### src/rtl/saradc_sar_ctrl.sv
// rtl/saradc_sar_ctrl.sv - successive-approximation controller for the SAR ADC
`timescale 1ns/1ps
module saradc_sar_ctrl #(
    parameter int NBITS         = 8,
    parameter int SAMPLE_CYCLES = 2,
    parameter int SETTLE_CYCLES = 1
) (
    input  logic             clk,
    input  logic             rst_n,
    input  logic             start,
    input  logic             cmp_in,
    output logic             sample,
    output logic [NBITS-1:0] dac,
    output logic             cmp_en,
    output logic             busy,
    output logic             done,
    output logic [NBITS-1:0] data
);

    // One shared down-counter covers both the sample window and the settle window.
    localparam int CNT_MAX = (SAMPLE_CYCLES > SETTLE_CYCLES) ? SAMPLE_CYCLES : SETTLE_CYCLES;
    localparam int CW      = (CNT_MAX > 1) ? $clog2(CNT_MAX) : 1;
    localparam int BW      = $clog2(NBITS);

    typedef enum logic [2:0] {
        ST_IDLE,
        ST_SAMPLE,
        ST_SETTLE,
        ST_COMPARE,
        ST_DONE
    } state_t;

    state_t            state, state_d;
    logic [CW-1:0]     cnt, cnt_d;
    logic [BW-1:0]     bit_idx, bit_d;
    logic [NBITS-1:0]  dac_d, data_d;
    logic              sample_d, cmp_en_d, busy_d, done_d;
    logic              trial_go;

    // Register state, counters and every output so nothing glitches toward the analog side.
    always_ff @(posedge clk or negedge rst_n) begin
        if (!rst_n) begin
            state   <= ST_IDLE;
            cnt     <= '0;
            bit_idx <= '0;
            dac     <= '0;
            data    <= '0;
            sample  <= 1'b0;
            cmp_en  <= 1'b0;
            busy    <= 1'b0;
            done    <= 1'b0;
        end else begin
            state   <= state_d;
            cnt     <= cnt_d;
            bit_idx <= bit_d;
            dac     <= dac_d;
            data    <= data_d;
            sample  <= sample_d;
            cmp_en  <= cmp_en_d;
            busy    <= busy_d;
            done    <= done_d;
        end
    end

    // Next-state and next-output logic; dac doubles as the SAR result register.
    always_comb begin
        state_d  = state;
        cnt_d    = cnt;
        bit_d    = bit_idx;
        dac_d    = dac;
        data_d   = data;
        sample_d = 1'b0;
        cmp_en_d = 1'b0;
        busy_d   = 1'b0;
        done_d   = 1'b0;
        trial_go = 1'b0;

        case (state)
            ST_IDLE: begin
                dac_d = '0;
                if (start) begin
                    state_d  = ST_SAMPLE;
                    sample_d = 1'b1;
                    busy_d   = 1'b1;
                    cnt_d    = CW'(SAMPLE_CYCLES - 1);
                end
            end
            ST_SAMPLE: begin
                busy_d = 1'b1;
                if (cnt == '0) begin
                    // Sample switch opens on the same edge the MSB trial is applied.
                    dac_d            = '0;
                    dac_d[NBITS-1]   = 1'b1;
                    bit_d            = BW'(NBITS - 1);
                    trial_go         = 1'b1;
                end else begin
                    cnt_d    = cnt - CW'(1);
                    sample_d = 1'b1;
                end
            end
            ST_SETTLE: begin
                busy_d = 1'b1;
                if (cnt == '0) begin
                    state_d  = ST_COMPARE;
                    cmp_en_d = 1'b1;
                end else begin
                    cnt_d = cnt - CW'(1);
                end
            end
            ST_COMPARE: begin
                dac_d[bit_idx] = cmp_in;
                if (bit_idx == '0) begin
                    state_d = ST_DONE;
                    done_d  = 1'b1;
                    data_d  = dac_d;
                end else begin
                    busy_d                   = 1'b1;
                    bit_d                    = bit_idx - BW'(1);
                    dac_d[bit_idx - BW'(1)]  = 1'b1;
                    trial_go                 = 1'b1;
                end
            end
            ST_DONE: begin
                state_d = ST_IDLE;
                dac_d   = '0;
            end
            default: begin
                state_d = ST_IDLE;
                dac_d   = '0;
            end
        endcase

        // Start a new bit trial: settle first unless there is no settle time.
        if (trial_go) begin
            if (SETTLE_CYCLES == 0) begin
                state_d  = ST_COMPARE;
                cmp_en_d = 1'b1;
            end else begin
                state_d = ST_SETTLE;
                cnt_d   = CW'(SETTLE_CYCLES - 1);
            end
        end
    end

endmodule

### config.mk
export PLATFORM = sky130hd
export DESIGN_NAME = saradc_sar_ctrl
export DESIGN_NICKNAME = d
export VERILOG_FILES = /design/src/rtl/saradc_sar_ctrl.sv
export SDC_FILE = /design/constraint.sdc
export NUM_CORES = 1
export LEC_CHECK = 0
export ABC_AREA = 1
export ABC_CLOCK_PERIOD_IN_PS = 1800
export BUFFER_PORTS_ARGS = -buffer_cell sky130_fd_sc_hd__buf_2
export CELL_PAD_IN_SITES_DETAIL_PLACEMENT = 1
export CELL_PAD_IN_SITES_GLOBAL_PLACEMENT = 1
export CORE_MARGIN = 2
export CORE_UTILIZATION = 40
export CTS_CLUSTER_SIZE = 20
export DETAILED_ROUTE_END_ITERATION = 10
export PLACE_DENSITY_LB_ADDON = 0.08
export RECOVER_POWER = 100
export SLEW_MARGIN = 20
export SYNTH_ARGS = -nofsm -noshare
export SYNTH_HDL_FRONTEND = slang
export SYNTH_SLANG_ARGS = --single-unit
### constraint.sdc
create_clock -name clk -period 1.8 [get_ports clk]
set_input_delay 0.09 -clock clk [delete_from_list [all_inputs] [get_ports clk]]
set_output_delay 0.09 -clock clk [all_outputs]
set_load 0.05 [all_outputs]
==> impl_results.md, run 1 <==
- Slew HR: 54.3%
- Clock power share: 8.5%
- CP cell instances: inv_1, ha_1, nand2_4, nand2_1, o21ai_1, nor2_1, nor2_1
- CP max FO: 7
- FP Rows: 21
- Sum Neg Setup Slack: 0 ns
- Worst skew pair latency: 0.33 ns
- Ys async rst share: 100%
- Pleak: 0.859 nW
- Crit start category: flip-flop
- Clk sinks: 27
- WS Path Type: flip-flop to flip-flop
- PD cells: 2040 nW/um2
- Reg-to-Reg End: bit_idx[0]$_DFFE_PN0P_
- Max-slew violations: 0
- Fmax: 622 MHz
- Layout cells sized above 1: 9.85%
- Post-Syn Instances: 178
- Total net switching power: 1.80 mW
- DIE WIDTH: 63.3 um
- Register bit count reported by yosys: 27
- Vias in the first global route: 1156
- Internal power: 1.35 mW
- H-Tree Depth: 1
- Via count: 1168
- Post-DP HPWL: 2450 um
- Core area: 3360 um2
- WP depth: 7
- Cell taking the most area after synthesis: dfrtp_1
- Die Span Y: 63.3 um
- CTS buffer count: 3
- RSZ-0062 raised after global routing: false
- ANT cells: 0
- Ys flop type: dfrtp_1
- Most frequent cell after synthesis: nand2_1
- Req. time, crit path: 2.04 ns
- Initial core utilization: 41.8%
- First drt pass iteration count: 4
- Worst reg2reg setup slack: 0.19 ns
- Max-cap viol count: 0
- Power Total: 3.15 mW
- Layout net count: 210
- CP top delay family: flip-flops
- Highest routed layer: met4
- Antenna violations before repair: 0
- GP Congestion: 0.791
- DRT antenna net count: 0
- Synthesis-to-layout area growth: 9.79%
- # port buffers: 23
- Final hold violations: 0
- Wl on met1: 1670 um
- Crit. End Element: flip-flop
- Total grt overflow: 0
- Worst R2R Start: bit_idx[1]$_DFFE_PN0P_
- Sequential fraction of the synthesis area: 48.0%
- Syn Area/Cell: 7.90 um2
- Met3 WL: 104 um
- Most used cell along the critical path: nor2_1
- CTS max path bufs: 2
- Post-synth top area share: 48.0%
- Initial DRC count: 38
- Worst r2r path cells: 7
- Via/cell ratio: 4.69
- Post-Syn Nets: 184
- Largest cells by area after synthesis: dfrtp_1 48%, nand2_1 18%, nand3_1 5.3%
- Crit path time final: 1.61 ns
- Met2 wire len: 1410 um
- Slew @ Worst Pin: 0.686 ns
- Sw Ratio: 57.0%
- Post-Layout Cell Count: 249
- Comb pwr share: 58.5%
- Fillers: 459
- Slowest-stage cell, CP: dfrtp_2
- Hold-critical path endpoint: sample$_DFF_PN0_
- Setup Viol. Count Final: 0
- First-pass GRT wire length: 5490 um
- WL per Instance: 12.9 um
- Crit path buf inv count: 1
- Total Routed Length: 3220 um
- Hold Startpoint: start
- Reg clk slew, reported paths: 0.15 ns
- Cell area after synthesis: 1410 um2
- Total GRT Usage: 17.5%
- Synth unique cells: 21
- IR drop worst, VDD: 797 uV
- Drt drc: 0
- Outcome: completed
- Tcrit/Tclk final: 89.3%
- Ys Warns: 0
- Hold WC Path Type: input pin to flip-flop
- CP max stage delay: 0.48 ns
- Root Buffer: clkbuf_4
- Crit path from: bit_idx[1]$_DFFE_PN0P_
- Post-synth EDFFs: 0
- TritonCTS clock tree: yes
- Synth top cells by count: 66 x nand2_1, 27 x dfrtp_1, 18 x inv_1
- Die area: 4010 um2
- IO Count: 24
- Sequential fraction of design power: 33.1%
- Worst clock skew: 0.00744 ns
- Worst EP arrival: 1.84 ns
- Largest net degree at the start of global routing: 28
- Dpl cells: 244
- Hold path depth: 3
logic make-up (layout without fill, tap and decap cells):
logic type / Yosys count / count (layout) / share of synthesized area, %
compound gates: 19 / 19 / 7.30
buf+inv: 26 / 51 / 9.43
simple gates: 104 / 104 / 33.5
flops: 27 / 27 / 48.0
fa+ha+maj: 2 / 2 / 1.78
per-layer routing:
metal	vias to the layer above	global-route usage [%]
li1	598	-
met1	545	24.6
met2	20	28.7
met3	5	2.14
met4	0	4.89
met5	-	0
layout by cell type, fill, tap and decap left out, drive strengths merged, types with 2 or more instances in the layout:
cell     n
nand2   71
dfrtp   27
clkbuf  25
inv     22
o21ai   17
nor2    17
nand3   15
a21oi    2
ha       2
buf      2
layout make-up:
class	count	area, um2	share of cell area (%)
sequential	27	678	43.9
tap	46	57.6	3.73
inverter	23	98.8	6.40
timing repair buffer	24	100	6.48
multi-input combinational	125	583	37.8
clock buffer	4	26.3	1.70
flip-flops by register name, summed over array words and instances, names as in the netlist:
register and cells:
data 8, busy 1, done 1, state 3, bit_idx 3, cnt 1, cmp_en 1, sample 1
dac 8
worst register-to-register path, stage by stage (launching register included):
cell	delay (ns)
dfrtp_2	0.48
inv_1	0.18
ha_1	0.23
nand2_4	0.07
nand2_1	0.18
o21ai_1	0.19
nor2_1	0.14
nor2_1	0.05
power groups by stage:
stage                     combinational [mW]  clock [mW]  sequential, mW
after floorplan                         1.00           0            1.56
after global placement                  1.92           0            1.03
after detailed placement                1.95           0            1.05
after CTS                               1.96       0.271            1.04
after global routing                    2.04       0.306            1.08
final                                   1.84       0.267            1.04
stage by stage:
stage          hold WS [ns]  setup WS [ns]  utilization (%)  area (um2)
5_1_grt              0.0370         0.0447             45.9        1540
3_5_place_dp          0.142          0.188             45.9        1550
4_1_cts              0.0514          0.143             47.0        1580
2_1_floorplan        -0.206          0.444                -        1410
6_report             0.0423          0.193             45.9        1540
3_3_place_gp          0.132          0.207             45.9        1550
how the worst max path moves through the flow:
stage | slack (ns) | to
floorplan | 0.44 | data[6]$_DFFE_PN0P_
global placement | 0.21 | dac[0]$_DFFE_PN0P_
detailed placement | 0.19 | dac[1]$_DFFE_PN0P_
CTS | 0.14 | dac[1]$_DFFE_PN0P_
global route | 0.04 | dac[1]$_DFFE_PN0P_
finish | 0.19 | bit_idx[0]$_DFFE_PN0P_
timing repair:
action / in CTS / in global routing
hold buffers: 1 / 0
resized for setup: 0 / 2
endpoints found under the hold margin: 27 / 0
buffers inserted: 0 / 0
setup endpoints to repair: 0 / 2
(Power assumes the default switching activity.)
==> run 2, diff against run 1 <==
--- a/config.mk
+++ b/config.mk
@@ -14,7 +14,7 @@
 export CORE_UTILIZATION = 40
 export CTS_CLUSTER_SIZE = 20
 export DETAILED_ROUTE_END_ITERATION = 10
-export PLACE_DENSITY_LB_ADDON = 0.08
+export PLACE_DENSITY_LB_ADDON = 0.25
 export RECOVER_POWER = 100
 export SLEW_MARGIN = 20
 export SYNTH_ARGS = -nofsm -noshare
==> impl_results.md, run 2 (same netlist as run 1, synthesis figures left out) <==
- Outcome: completed
- Max-cap viol count: 0 (unchanged)
- IR drop worst, VDD: 781 uV (-2.0%)
- Total Routed Length: 3350 um (+4.0%)
- Total net switching power: 1.83 mW (+1.9%)
- Final core utilization: 45.7% (-0.19 points)
- Hold WC Path Type: input pin to flip-flop
- Vias in the first global route: 1215 (+5.1%)
- Max-slew violations: 0 (unchanged)
- Hold path depth: 3 (unchanged)
- Internal power: 1.35 mW (-0.19%)
- Post-Layout Cell Count: 249 (unchanged)
- CP cell instances: inv_1, ha_1, nand2_4, nand2_1, o21ai_1, nor2_1, nor2_1
- Crit path buf inv count: 1 (unchanged)
- WL per Instance: 13.5 um (+4.0%)
- Slew HR: 54.5% (+0.24 points)
- CP top delay family: flip-flops
- Setup Viol. Count Final: 0 (unchanged)
- Antenna violations before repair: 0 (unchanged)
- Layout net count: 210 (unchanged)
- Via/cell ratio: 4.80 (+2.3%)
- Biggest registers after layout: dac x8, data x8
- Sequential fraction of design power: 32.9% (-0.2 points)
- Fmax: 604 MHz (-2.9%)
- ANT cells: 0 (unchanged)
- Clock power share: 8.6% (about the same)
- Multi-input gate area: 578 um2 (-0.86%)
- CP max FO: 7 (unchanged)
- Worst skew pair latency: 0.33 ns (about the same)
- Design area: 1540 um2 (-0.41%)
- Comb pwr share: 58.6% (about the same)
- Dpl cells: 244 (unchanged)
- CTS buffer count: 3 (unchanged)
- Slew @ Worst Pin: 0.682 ns (-0.00355 ns)
- DIE WIDTH: 63.3 um (unchanged)
- First-pass GRT wire length: 5600 um (+2.1%)
- Post-CTS Setup Bufs: 0 (unchanged)
- Die area: 4010 um2 (unchanged)
- RSZ-0062 raised after global routing: false
- PD cells: 2070 nW/um2 (+1.4%)
- Final Worst Setup Slack: 0.145 ns (-0.0484 ns)
- H-Tree Depth: 1 (unchanged)
- Most frequent cells in the layout: 67 x nand2_1, 26 x dfrtp_1, 21 x clkbuf_1, 18 x inv_1
- Worst EP arrival: 1.93 ns (+0.09 ns)
- Root Buffer: clkbuf_4
- Largest net degree at the start of global routing: 28 (unchanged)
- WS Path Type: flip-flop to flip-flop
- Initial core utilization: 41.8% (unchanged)
- Die Span Y: 63.3 um (unchanged)
- Total grt overflow: 0 (unchanged)
- CP max stage delay: 0.51 ns (+0.03 ns)
- Tcrit/Tclk final: 92.0% (+2.7 points)
- GP Congestion: 0.792 (+0.14%)
- Req. time, crit path: 2.07 ns (+0.03 ns)
- Post-DP Area: 1550 um2 (unchanged)
- Post-DP HPWL: 2570 um (+4.6%)
- Sw Ratio: 57.5% (+0.50 points)
- Synthesis-to-layout area growth: 9.34%
- IO Count: 24 (unchanged)
- Crit. End Element: flip-flop
- First drt pass iteration count: 4 (unchanged)
- # port buffers: 23 (unchanged)
- Pleak: 0.848 nW (-1.3%)
- Total GRT Usage: 17.9% (+0.35 points)
- Fillers: 463 (+0.87%)
- Final hold violations: 0 (unchanged)
- Crit start category: flip-flop
- WP depth: 7 (unchanged)
- Core area: 3360 um2 (unchanged)
- FP Rows: 21 (unchanged)
- Drt drc: 0 (unchanged)
- Most used cell along the critical path: nor2_1
- TritonCTS clock tree: yes
- DRT antenna net count: 0 (unchanged)
- Initial DRC count: 30 (-21%)
- Via count: 1195 (+2.3%)
- Worst r2r path cells: 7 (unchanged)
- DP Worst Slack: 0.138 ns (-0.0505 ns)
- Sum Neg Setup Slack: 0 ns (unchanged)
- Commonest non-fill, non-tap cell in the layout: nand2_1
- Reg clk slew, reported paths: 0.15 ns (about the same)
- CTS max path bufs: 2 (unchanged)
- Crit path time final: 1.66 ns (+0.0484 ns)
- Worst clock skew: 0.00196 ns (-0.00549 ns)
- Clk sinks: 27 (unchanged)
- Layout cells sized above 1: 9.36% (-0.49 points)
- Reg area: 677 um2 (-0.18%)
- Slowest-stage cell, CP: dfrtp_1
==> run 2: cell types whose count changed in the layout (fill, tap and decap cells not counted) <==
cell | before | now
nand2_2 | 1 | 2
nand2_4 | 3 | 2
dfrtp_1 | 25 | 26
dfrtp_2 | 2 | 1
==> run 2: stage by stage <==
| stage | hold slack (ns) | power, mW |
|---|---|---|
| CTS | 0.0440 | 3.28 |
| global placement | 0.129 | 2.92 |
| finish | 0.0446 | 3.18 |
| global route | 0.0623 | 3.43 |
| detailed placement | 0.143 | 3.01 |
| floorplan | -0.206 | 2.56 |
==> run 2: worst reg2reg max path, delay by kind of cell (launching register included) <==
kind	cells	cell delay, ns
flip-flops	1	0.51
buffers and inverters	1	0.17
AO/OA/AOI/OAI	1	0.26
adder cells (fa/ha/maj)	1	0.24
AND/OR/NAND/NOR	4	0.43
==> run 2: final timing paths <==
kind / start / to / slack, ns
min: start / sample$_DFF_PN0_ / 0.04
min reg2reg: data[7]$_DFFE_PN0P_ / data[7]$_DFFE_PN0P_ / 0.50
max in group asynchronous: rst_n / bit_idx[0]$_DFFE_PN0P_ / 1.02
max reg2reg: bit_idx[1]$_DFFE_PN0P_ / bit_idx[0]$_DFFE_PN0P_ / 0.14
min in group asynchronous: rst_n / data[6]$_DFFE_PN0P_ / 0.31
max: bit_idx[1]$_DFFE_PN0P_ / bit_idx[0]$_DFFE_PN0P_ / 0.14
==> run 2: metal layers <==
layer / routed length [um] / up-vias / track usage, % / share of wire (%)
li1: - / 599 / - / -
met1: 1610 / 572 / 23.6 / 48
met2: 1590 / 19 / 30.5 / 48
met3: 114 / 5 / 2.68 / 3.4
met4: 38 / 0 / 5.43 / 1.1
met5: 0 / - / 0 / 0
==> run 2: final cells by class <==
cell class	count	area share, %
clock buffers	4	1.71
inverters	23	6.43
multi-input cells	125	37.6
flip-flops and latches	27	44.0
well taps	46	3.74
repair buffers	24	6.51
==> run 2: power by group through the flow <==
stage | logic [mW] | registers, mW | clock network (mW)
final | 1.86 | 1.04 | 0.273
after global routing | 2.05 | 1.07 | 0.309
after CTS | 1.97 | 1.04 | 0.278
after detailed placement | 1.96 | 1.05 | 0
after global placement | 1.90 | 1.02 | 0
after floorplan | 1.00 | 1.56 | 0
==> run 2: what timing repair did <==
action / 4_1_cts / 5_1_grt
resized for setup: 0 / 1
endpoints found under the setup margin: 0 / 2
hold buffers: 1 / 0
hold endpoints to repair: 27 / 0
